===== config.mk =====
export PLATFORM = sky130hd
export DESIGN_NAME = voice_mixer_flat
export DESIGN_NICKNAME = d
export VERILOG_FILES = /design/src/rtl/voice_mixer_if.sv /design/src/rtl/voice_mixer.sv /design/src/flat_wrapper.sv
export SDC_FILE = /design/constraint.sdc
export NUM_CORES = 1
export LEC_CHECK = 0
export BUFFER_PORTS_ARGS = -buffer_cell sky130_fd_sc_hd__buf_2
export CORE_MARGIN = 2
export CORE_UTILIZATION = 50
export DETAILED_ROUTE_END_ITERATION = 7
export HOLD_SLACK_MARGIN = 0.1
export PLACE_DENSITY_LB_ADDON = 0.1
export SLEW_MARGIN = 15
export SYNTH_ARGS = -nofsm -noshare
export SYNTH_HDL_FRONTEND = slang
export SYNTH_SLANG_ARGS = --single-unit

===== constraint.sdc =====
create_clock -name clk37 -period 10.7 [get_ports clk37]
set_clock_uncertainty 0.05 [all_clocks]
set_input_delay 1.07 -clock clk37 [delete_from_list [all_inputs] [get_ports clk37]]
set_output_delay 1.07 -clock clk37 [all_outputs]
set_load 0.01 [all_outputs]

===== src/rtl/voice_mixer_if.sv =====
// Bus bundle between the voice array / gain control side and the stereo mixer.
// The master modport drives samples and gain writes; the slave modport is the mixer.
interface voice_mixer_if #(
    parameter int NUM_VOICES = 6,
    parameter int SAMPLE_W   = 16,
    parameter int GAIN_W     = 8
);
    localparam int IDX_W = $clog2(NUM_VOICES);

    logic [NUM_VOICES*SAMPLE_W-1:0] voices_in;
    logic                           sample_ready;
    logic                           gain_we;
    logic [IDX_W-1:0]               gain_addr;
    logic                           gain_ch;
    logic [GAIN_W-1:0]              gain_data;
    logic [SAMPLE_W-1:0]            mix_left;
    logic [SAMPLE_W-1:0]            mix_right;
    logic                           mix_valid;
    logic                           clip_left;
    logic                           clip_right;
    logic                           busy;
    logic                           overrun;

    modport master (
        output voices_in, sample_ready, gain_we, gain_addr, gain_ch, gain_data,
        input  mix_left, mix_right, mix_valid, clip_left, clip_right, busy, overrun
    );

    modport slave (
        input  voices_in, sample_ready, gain_we, gain_addr, gain_ch, gain_data,
        output mix_left, mix_right, mix_valid, clip_left, clip_right, busy, overrun
    );
endinterface


===== src/rtl/voice_mixer.sv =====
// Stereo voice mixer: snapshots all voices on sample_ready, multiply-accumulates
// one voice per cycle against double-buffered L/R gains, emits a saturated pair.
module voice_mixer #(
    parameter int NUM_VOICES = 6,
    parameter int SAMPLE_W   = 16,
    parameter int GAIN_W     = 8
) (
    input  logic            clk37,
    input  logic            rst_n,
    voice_mixer_if.slave    bus
);
    localparam int IDX_W = $clog2(NUM_VOICES);
    localparam int ACC_W = SAMPLE_W + GAIN_W + 1 + IDX_W;

    localparam logic [GAIN_W-1:0]       GAIN_UNITY = {1'b1, {(GAIN_W-1){1'b0}}};
    localparam logic [IDX_W-1:0]        IDX_LAST   = IDX_W'(NUM_VOICES - 1);
    localparam logic [IDX_W:0]          NV_EXT     = (IDX_W+1)'(NUM_VOICES);
    localparam logic signed [ACC_W-1:0] SAT_MAX    = ACC_W'((2 ** (SAMPLE_W - 1)) - 1);
    localparam logic signed [ACC_W-1:0] SAT_MIN    = ~SAT_MAX;

    typedef enum logic [1:0] {
        ST_IDLE   = 2'd0,
        ST_ACCUM  = 2'd1,
        ST_FINISH = 2'd2
    } state_t;

    state_t                      state_r;
    state_t                      next_state_s;
    logic signed [SAMPLE_W-1:0]  snap_r      [NUM_VOICES];
    logic [GAIN_W-1:0]           gain_sh_l_r [NUM_VOICES];
    logic [GAIN_W-1:0]           gain_sh_r_r [NUM_VOICES];
    logic [GAIN_W-1:0]           gain_act_l_r[NUM_VOICES];
    logic [GAIN_W-1:0]           gain_act_r_r[NUM_VOICES];
    logic signed [ACC_W-1:0]     acc_l_r;
    logic signed [ACC_W-1:0]     acc_r_r;
    logic [IDX_W-1:0]            idx_r;
    logic signed [ACC_W-1:0]     prod_l_s;
    logic signed [ACC_W-1:0]     prod_r_s;
    logic [SAMPLE_W:0]           sat_l_s;
    logic [SAMPLE_W:0]           sat_r_s;
    logic [SAMPLE_W-1:0]         mix_left_r;
    logic [SAMPLE_W-1:0]         mix_right_r;
    logic                        mix_valid_r;
    logic                        clip_left_r;
    logic                        clip_right_r;
    logic                        busy_r;
    logic                        overrun_r;

    // Floor-shift back to sample scale, then clamp; returns {clipped, value}.
    function automatic logic [SAMPLE_W:0] sat_fn(input logic signed [ACC_W-1:0] acc_v);
        logic signed [ACC_W-1:0] sh_v;
        sh_v = acc_v >>> (GAIN_W - 1);
        if (sh_v > SAT_MAX) begin
            return {1'b1, SAT_MAX[SAMPLE_W-1:0]};
        end else if (sh_v < SAT_MIN) begin
            return {1'b1, SAT_MIN[SAMPLE_W-1:0]};
        end else begin
            return {1'b0, sh_v[SAMPLE_W-1:0]};
        end
    endfunction

    // State register.
    always_ff @(posedge clk37 or negedge rst_n) begin
        if (!rst_n) begin
            state_r <= ST_IDLE;
        end else begin
            state_r <= next_state_s;
        end
    end

    // Next-state decode; strobes outside IDLE never restart a frame.
    always_comb begin
        next_state_s = state_r;
        case (state_r)
            ST_IDLE: begin
                if (bus.sample_ready) begin
                    next_state_s = ST_ACCUM;
                end else begin
                    next_state_s = ST_IDLE;
                end
            end
            ST_ACCUM: begin
                if (idx_r == IDX_LAST) begin
                    next_state_s = ST_FINISH;
                end else begin
                    next_state_s = ST_ACCUM;
                end
            end
            ST_FINISH: next_state_s = ST_IDLE;
            default:   next_state_s = ST_IDLE;
        endcase
    end

    // Signed sample times zero-extended gain, widened before the add.
    always_comb begin
        prod_l_s = ACC_W'(snap_r[idx_r] * $signed({1'b0, gain_act_l_r[idx_r]}));
        prod_r_s = ACC_W'(snap_r[idx_r] * $signed({1'b0, gain_act_r_r[idx_r]}));
        sat_l_s  = sat_fn(acc_l_r);
        sat_r_s  = sat_fn(acc_r_r);
    end

    // Shadow gain bank; writes land in any state, out-of-range indices dropped.
    always_ff @(posedge clk37 or negedge rst_n) begin
        if (!rst_n) begin
            for (int k = 0; k < NUM_VOICES; k++) begin
                gain_sh_l_r[k] <= GAIN_UNITY;
                gain_sh_r_r[k] <= GAIN_UNITY;
            end
        end else if (bus.gain_we && ({1'b0, bus.gain_addr} < NV_EXT)) begin
            if (bus.gain_ch) begin
                gain_sh_r_r[bus.gain_addr] <= bus.gain_data;
            end else begin
                gain_sh_l_r[bus.gain_addr] <= bus.gain_data;
            end
        end
    end

    // Snapshot, accumulate and finish datapath.
    always_ff @(posedge clk37 or negedge rst_n) begin
        if (!rst_n) begin
            for (int k = 0; k < NUM_VOICES; k++) begin
                snap_r[k]       <= '0;
                gain_act_l_r[k] <= GAIN_UNITY;
                gain_act_r_r[k] <= GAIN_UNITY;
            end
            acc_l_r      <= '0;
            acc_r_r      <= '0;
            idx_r        <= '0;
            mix_left_r   <= '0;
            mix_right_r  <= '0;
            clip_left_r  <= 1'b0;
            clip_right_r <= 1'b0;
        end else begin
            case (state_r)
                ST_IDLE: begin
                    if (bus.sample_ready) begin
                        for (int k = 0; k < NUM_VOICES; k++) begin
                            snap_r[k] <= $signed(bus.voices_in[k*SAMPLE_W +: SAMPLE_W]);
                        end
                        gain_act_l_r <= gain_sh_l_r;
                        gain_act_r_r <= gain_sh_r_r;
                        acc_l_r      <= '0;
                        acc_r_r      <= '0;
                        idx_r        <= '0;
                    end
                end
                ST_ACCUM: begin
                    acc_l_r <= acc_l_r + prod_l_s;
                    acc_r_r <= acc_r_r + prod_r_s;
                    idx_r   <= idx_r + IDX_W'(1);
                end
                ST_FINISH: begin
                    mix_left_r   <= sat_l_s[SAMPLE_W-1:0];
                    mix_right_r  <= sat_r_s[SAMPLE_W-1:0];
                    clip_left_r  <= sat_l_s[SAMPLE_W];
                    clip_right_r <= sat_r_s[SAMPLE_W];
                end
                default: begin
                    idx_r <= '0;
                end
            endcase
        end
    end

    // Status strobes; busy tracks the state the FSM is entering.
    always_ff @(posedge clk37 or negedge rst_n) begin
        if (!rst_n) begin
            mix_valid_r <= 1'b0;
            busy_r      <= 1'b0;
            overrun_r   <= 1'b0;
        end else begin
            mix_valid_r <= (state_r == ST_FINISH);
            busy_r      <= (next_state_s != ST_IDLE);
            if (bus.sample_ready && (state_r != ST_IDLE)) begin
                overrun_r <= 1'b1;
            end
        end
    end

    assign bus.mix_left   = mix_left_r;
    assign bus.mix_right  = mix_right_r;
    assign bus.mix_valid  = mix_valid_r;
    assign bus.clip_left  = clip_left_r;
    assign bus.clip_right = clip_right_r;
    assign bus.busy       = busy_r;
    assign bus.overrun    = overrun_r;
endmodule


===== src/flat_wrapper.sv =====
// flat-port wrapper written by rule: the top's interface ports become plain ports
module voice_mixer_flat 
#(
    parameter int NUM_VOICES = 6,
    parameter int SAMPLE_W   = 16,
    parameter int GAIN_W     = 8
)
  (clk37, rst_n, bus_voices_in, bus_sample_ready, bus_gain_we, bus_gain_addr, bus_gain_ch, bus_gain_data, bus_mix_left, bus_mix_right, bus_mix_valid, bus_clip_left, bus_clip_right, bus_busy, bus_overrun);
  voice_mixer_if #(.NUM_VOICES(NUM_VOICES), .SAMPLE_W(SAMPLE_W), .GAIN_W(GAIN_W)) bus_i ();
  input  logic clk37;
  input  logic rst_n;
  input wire logic [$bits(bus_i.voices_in)-1:0] bus_voices_in;
  input wire logic [$bits(bus_i.sample_ready)-1:0] bus_sample_ready;
  input wire logic [$bits(bus_i.gain_we)-1:0] bus_gain_we;
  input wire logic [$bits(bus_i.gain_addr)-1:0] bus_gain_addr;
  input wire logic [$bits(bus_i.gain_ch)-1:0] bus_gain_ch;
  input wire logic [$bits(bus_i.gain_data)-1:0] bus_gain_data;
  output wire logic [$bits(bus_i.mix_left)-1:0] bus_mix_left;
  output wire logic [$bits(bus_i.mix_right)-1:0] bus_mix_right;
  output wire logic [$bits(bus_i.mix_valid)-1:0] bus_mix_valid;
  output wire logic [$bits(bus_i.clip_left)-1:0] bus_clip_left;
  output wire logic [$bits(bus_i.clip_right)-1:0] bus_clip_right;
  output wire logic [$bits(bus_i.busy)-1:0] bus_busy;
  output wire logic [$bits(bus_i.overrun)-1:0] bus_overrun;
  assign bus_i.voices_in = bus_voices_in;
  assign bus_i.sample_ready = bus_sample_ready;
  assign bus_i.gain_we = bus_gain_we;
  assign bus_i.gain_addr = bus_gain_addr;
  assign bus_i.gain_ch = bus_gain_ch;
  assign bus_i.gain_data = bus_gain_data;
  assign bus_mix_left = bus_i.mix_left;
  assign bus_mix_right = bus_i.mix_right;
  assign bus_mix_valid = bus_i.mix_valid;
  assign bus_clip_left = bus_i.clip_left;
  assign bus_clip_right = bus_i.clip_right;
  assign bus_busy = bus_i.busy;
  assign bus_overrun = bus_i.overrun;
  voice_mixer #(.NUM_VOICES(NUM_VOICES), .SAMPLE_W(SAMPLE_W), .GAIN_W(GAIN_W)) u_core (.clk37(clk37), .rst_n(rst_n), .bus(bus_i));
endmodule

# [Word level (Yosys, flattened, before mapping)]
# Cells that the tools add are included.
[classes] n_addsub=3 n_mul=2 magnitude_cmp=8 n_eq_ne=4 mux=25 n_bitwise=4 reduce_logical=12
[op_table] operator="28-bit case mux with 2 select lines" count=2
[op_table] operator="48-bit bitwise mux" count=2
[op_table] operator="17-bit 2-to-1 mux" count=4
[op_table] operator="28-bit by 25-bit adder with 28-bit output" count=2
[op_table] operator="16-bit by 9-bit multiplier with 25-bit output" count=2
[op_table] operator="16-bit binary-select mux with 3-bit select" count=1
[op_table] operator="8-bit binary-select mux with 3-bit select" count=2
[op_table] operator="21-bit by 16-bit greater-than comparator with 1-bit output (second input constant)" count=2
[op_table] operator="21-bit by 16-bit less-than comparator with 1-bit output (second input constant)" count=2
[op_table] operator="8-bit 2-to-1 mux" count=5
[op_table] operator="16-bit 2-to-1 mux" count=2
[op_table] operator="28-bit 2-to-1 mux" count=1
[op_table] operator="8-bit demux with 3-bit select" count=1
[op_table] operator="2-bit AND reduction" count=5
[op_table] operator="3-bit case mux with 3 select lines" count=1
[op_table] operator="4-bit >= comparator (second input constant)" count=2
[op_table] operator="3-bit inverter with 4-bit output" count=2
[op_table] operator="2-bit nonzero test" count=3
[op_table] operator="4-bit by 1-bit less-than comparator with 1-bit output (second input constant)" count=1
[op_table] operator="2-bit case mux with 2 select lines" count=1
[op_table] operator="3-bit by 1-bit adder with 3-bit output (second input constant)" count=1
[op_table] operator="3-bit equality test (second input constant)" count=1
[op_table] operator="1-bit logical AND" count=3
[op_table] operator="3-bit less-than comparator (second input constant)" count=1
[op_table] operator="other kinds (8)" count=9
[word_totals] reg_bits=386 in_bits=112 output_inout_bits=37

# [Longest topological paths before layout]
[logic_depth] ltp_word=7 ltp_mapped=28 ltp_nobuf=25

# [Least setup slack after synthesis]
# OpenSTA, ideal clock, no wires.
[synth_path] kind="register to register" startpoint="register u_core.idx_r[0]" endpoint="register u_core.acc_l_r[27]" arrival_time_ns=6.994 required_ns=10.526 setup_slack_ns=3.532 stages_incl_launch_ff=26 period_less_slack_ns=7.168 cell_sequence="dfrtp_1 -> clkbuf_1 -> buf_2 -> buf_2 -> buf_2 -> mux2i_1 -> nor2_1 -> a21oi_1 -> nor2_1 -> fa_1 -> fa_1 -> fa_1 -> fa_1 -> inv_1 -> fa_1 -> inv_1 -> ha_1 -> and3_1 -> nand3_1 -> a211oi_1 -> nor3_1 -> or4_1 -> a21oi_1 -> o31ai_1 -> and3_1 -> a211o_1"
[synth_between] elab_chain_cells=7 word_cells_on_any_way=10 classes_between="1 x add/sub; 1 x mul; 7 x mux; 1 x bitwise"
[synth_lines] item="from (decl)" line_no="voice_mixer.sv:36" text="logic [IDX_W-1:0] idx_r;"
[synth_lines] item="from (signal assigned)" line_no="voice_mixer.sv:150" text="idx_r <= idx_r + IDX_W'(1);"
[synth_lines] item="3-bit inverter with 4-bit output (not written as such) (*)" line_no="voice_mixer.sv:96" text="prod_l_s = ACC_W'(snap_r[idx_r] * $signed({1'b0, gain_act_l_r[idx_r]}));"
[synth_lines] item="16-bit binary-select mux with 3-bit select / 8-bit binary-select mux with 3-bit select (equally long branches)" line_no="voice_mixer.sv:96"
[synth_lines] item="16-bit 2-to-1 mux (not written as such) / 8-bit 2-to-1 mux (equally long branches) (2 in series)" line_no="voice_mixer.sv:96"
[synth_lines] item="16-bit by 9-bit multiplier with 25-bit output (*)" line_no="voice_mixer.sv:96"
[synth_lines] item="28-bit by 25-bit adder with 28-bit output (*)" line_no="voice_mixer.sv:148" text="acc_l_r <= acc_l_r + prod_l_s;"
[synth_lines] item="28-bit case mux with 2 select lines (*)" line_no="voice_mixer.sv:134" text="case (state_r)"
[synth_lines] item="to (signal assigned)" line_no="voice_mixer.sv:148"
[synth_lines] item="to (decl)" line_no="voice_mixer.sv:34" text="logic signed [ACC_W-1:0] acc_l_r;"
# Mark *: on every way between the ends. The rest lies on a longest branch, timed or not. The select of a mux whose other input is x is not followed.
# A chain may end at the register's enable or synchronous reset.

# [Worst setup path in the final report]
[layout_path] startpoint="register u_core.idx_r[1]" endpoint="register u_core.acc_l_r[27]"
# The elaborated chain is that of the path after synthesis.

==> reports/metrics.yaml <==
clock_network:
  cts_made_buffers: 44
  cts_resized: 0
  cts_hold_buffers: 0
  cts_tree: "done"
  post_cts_buffers: 0
  path_clk_slew_ns: 0.06
  clkLatencyLatePin_ns: 0.59
  htree_num_levels: 2
  root_buffer: "clkbuf_16"
  ctsLongestPathBuffers: 3
  clock_sinks: 386
sta:
  worstMarginPinSlew_ns: 1.16
  rsz0062_at_grt: "false"
  period_needed_ns: 8.06
  relSlewSlack: 0.224
  finalSetupTns_ns: 0
  min_period_over_period: 0.754
  final-hold-violation-count: 0
  finalMaxSlewViolations: 0
  setup_viol: 0
  clock.fmax_ghz: 0.124
yosys:
  yosysUniqueCellTypes: 62
  synth_compound_area_frac: 0.0725
  yosys-top-cells-area: "dfrtp_1 34%, fa_1 19%, mux2_2 12%"
  synth-edff-count: 0
  synth_top_cell_by_area: "dfrtp_1"
  synthMuxAreaShare: 0.159
  synth_top_family_by_area: "adder cells"
  syn_avg_cell_area_sq_um: 10.9
  synth_area_sq_um: 27000
  yosys.area_share.simple: 0.0783
  ys_seq_area_frac: 0.359
  synth_top_area_share: 0.336
  yosys.area_share.xor_xnor: 0.0130
  ys_warn_count: 0
  async_reset_ff_frac: 1.00
  netlist_instances: 2468
  synth_ff_type: "dfrtp_1"
  synth-seq-cells: 386
  yosys.area_share.adder: 0.247
  synth.net_count: 2960
cells_and_area:
  area_growth_pct: 11.6
  final_common_cell: "inv_1"
  drive_gt1_frac: 0.239
  final_cell_mix: "398 x inv_1, 360 x dfrtp_1, 288 x mux2_2, 256 x fa_1, 190 x nor2_1"
  final_nets: 3095
grt:
  grt-ovfl-total: 0
  gr-usage-met3: 0.0338
  use_met1: 0.336
  grt_pass1_wl_um: 103000
  track_usage: 0.234
  grt-busiest-layer: "met2"
  grt_pass1_vias: 18500
  grt_max_degree: 106
  grt_use_met2: 0.368
  grt_antenna_before_repair: 3
critical_path:
  cp-end-kind: "register"
  critical_path.startpoint_type: "register"
  r2r-start: "u_core.idx_r[1]$_DFFE_PN0P_"
  reg2regPathDepth: 23
  crit_end: "u_core.acc_l_r[27]$_DFFE_PN0P_"
  critPathLaunch: "u_core.idx_r[1]$_DFFE_PN0P_"
  path_class: "reg2reg"
  r2r_slack_ns: 2.64
  r2r-end: "u_core.acc_l_r[27]$_DFFE_PN0P_"
  cp.arrival_ns: 8.48
  required_ns: 11.12
  cp_max_fo: 35
placement:
  place_congestion: 0.874
  hpwlAfterDp_um: 47300
  io_buffers: 148
die:
  coreArea_sq_um: 53600
  dieArea_sq_um: 55800
  fp.dieH_um: 236
  dieWidth_um: 236
  start_util: 0.503
  std_cell_rows: 85
  ios: 149
route:
  final_antenna_net_count: 0
  drtIter0Drc: 925
  wl_um: 63400
  via_per_inst: 5.31
  vias: 17700
  dr.pass1.iters: 5
  routedWlPerCell_um: 19.0
  drc_errors: 0
hold_path:
  hold_class: "reg2reg"
status:
  status: "finished, final reports clean"
job:
  max-cap-violations: 0
## routing by layer
| metal | routed length [um] | vias to the layer above |
|---|---|---|
| li1 | - | 8311 |
| met1 | 29800 | 8953 |
| met2 | 29100 | 347 |
| met3 | 2590 | 99 |
| met4 | 2010 | 2 |
| met5 | 13 | - |
## worst max-delay path: stages (launching register included)
cell,delay (ns)
dfrtp_2,0.33
buf_4,0.50
inv_1,0.13
nand2_1,0.65
nor2_1,0.15
a21oi_1,0.79
nor2_1,0.14
fa_1,0.52
fa_1,0.53
fa_1,0.52
fa_1,0.54
inv_1,0.05
fa_1,0.52
inv_1,0.04
ha_1,0.36
a21oi_1,0.17
o21ai_0,0.14
a22o_1,0.23
nor3_1,0.28
or4_1,0.22
a21oi_1,0.09
or4_1,0.49
and3_1,0.20
a211o_1,0.27
## metrics by stage
stage,util,area [sq um],setup slack [ns],std cells,hold WS (ns)
finish,0.562,30100,2.64,3335,0.422
detailed placement,0.533,28500,2.55,3253,0.416
CTS,0.562,30100,2.55,3333,0.429
global route,0.562,30100,2.02,3335,0.447
floorplan,-,27000,3.53,2468,0.406
global placement,0.533,28500,2.68,3253,0.405
## cells by family (layout without fill, tap and decap cells)
family	count (synthesis)	after routing
DFF	386	386
muxes	353	353
and+or+nand+nor	489	489
adders and majority gates	380	380
buffers and inverters	502	671
other	0	2
AOI/OAI and AO/OA	318	318
xor gates and xnor gates	40	40
## cell usage after synthesis, drive strengths merged (2+ instances only)
master,n
dfrtp,362
o31ai,2
dfstp,24
or2,4
buf,11
mux2,288
nand2,190
a31oi,4
or4,3
and2,7
o21bai,9
nand4,8
o22ai,31
nor4,3
xor2,21
nor2b,20
nor3,9
nand3b,3
mux4,32
inv,398
mux2i,33
a21oi,109
o211ai,5
xnor2,19
fa,256
nand2b,29
nor2,190
clkbuf,92
o32ai,8
o2bb2ai,3
and3,8
a211oi,6
nand3,6
a22o,8
or3,4
nor3b,4
a21o,37
o21a,10
o21ai,74
ha,124
## flip-flops by register name (all words and copies together) (netlist names)
signal                 flops
u_core.bus.mix_right      16
u_core.bus.overrun         1
u_core.idx_r               3
u_core.gain_sh_r_r        48
u_core.bus.mix_valid       1
u_core.acc_l_r            28
u_core.acc_r_r            28
u_core.state_r             2
u_core.bus.mix_left       16
u_core.gain_act_r_r       48
u_core.bus.clip_right      1
u_core.gain_act_l_r       48
u_core.gain_sh_l_r        48
u_core.bus.busy            1
u_core.snap_r             96
u_core.bus.clip_left       1
## worst min-delay path by stage
stage / startpoint / endpoint / slack [ns] / cells past startpoint
4_1_cts: u_core.bus.mix_right[7]$_DFFE_PN0P_ / u_core.bus.mix_right[7]$_DFFE_PN0P_ / 0.43 / 2
3_3_place_gp: u_core.bus.mix_right[15]$_DFFE_PN0P_ / u_core.bus.mix_right[15]$_DFFE_PN0P_ / 0.41 / 2
3_5_place_dp: u_core.bus.mix_right[7]$_DFFE_PN0P_ / u_core.bus.mix_right[7]$_DFFE_PN0P_ / 0.42 / 2
2_1_floorplan: u_core.acc_l_r[2]$_DFFE_PN0P_ / u_core.acc_l_r[2]$_DFFE_PN0P_ / 0.41 / 2
6_report: u_core.bus.mix_right[11]$_DFFE_PN0P_ / u_core.bus.mix_right[11]$_DFFE_PN0P_ / 0.42 / 2
5_1_grt: u_core.bus.mix_right[10]$_DFFE_PN0P_ / u_core.bus.mix_right[10]$_DFFE_PN0P_ / 0.45 / 2
## layout make-up
class                   count  area (sq um)
diodes                      2          5.00
clock buffers              65          1330
well taps                 696           871
clock inverters            15           225
repair buffers            192          1080
fillers                  4718         23500
inverters                 399          1500
multi-input cells        1580         15400
flip-flops and latches    386          9690
Power is left out: the tool's default activity adds up to more than one toggle a clock period on the data nets, which glitch-free logic cannot reach.
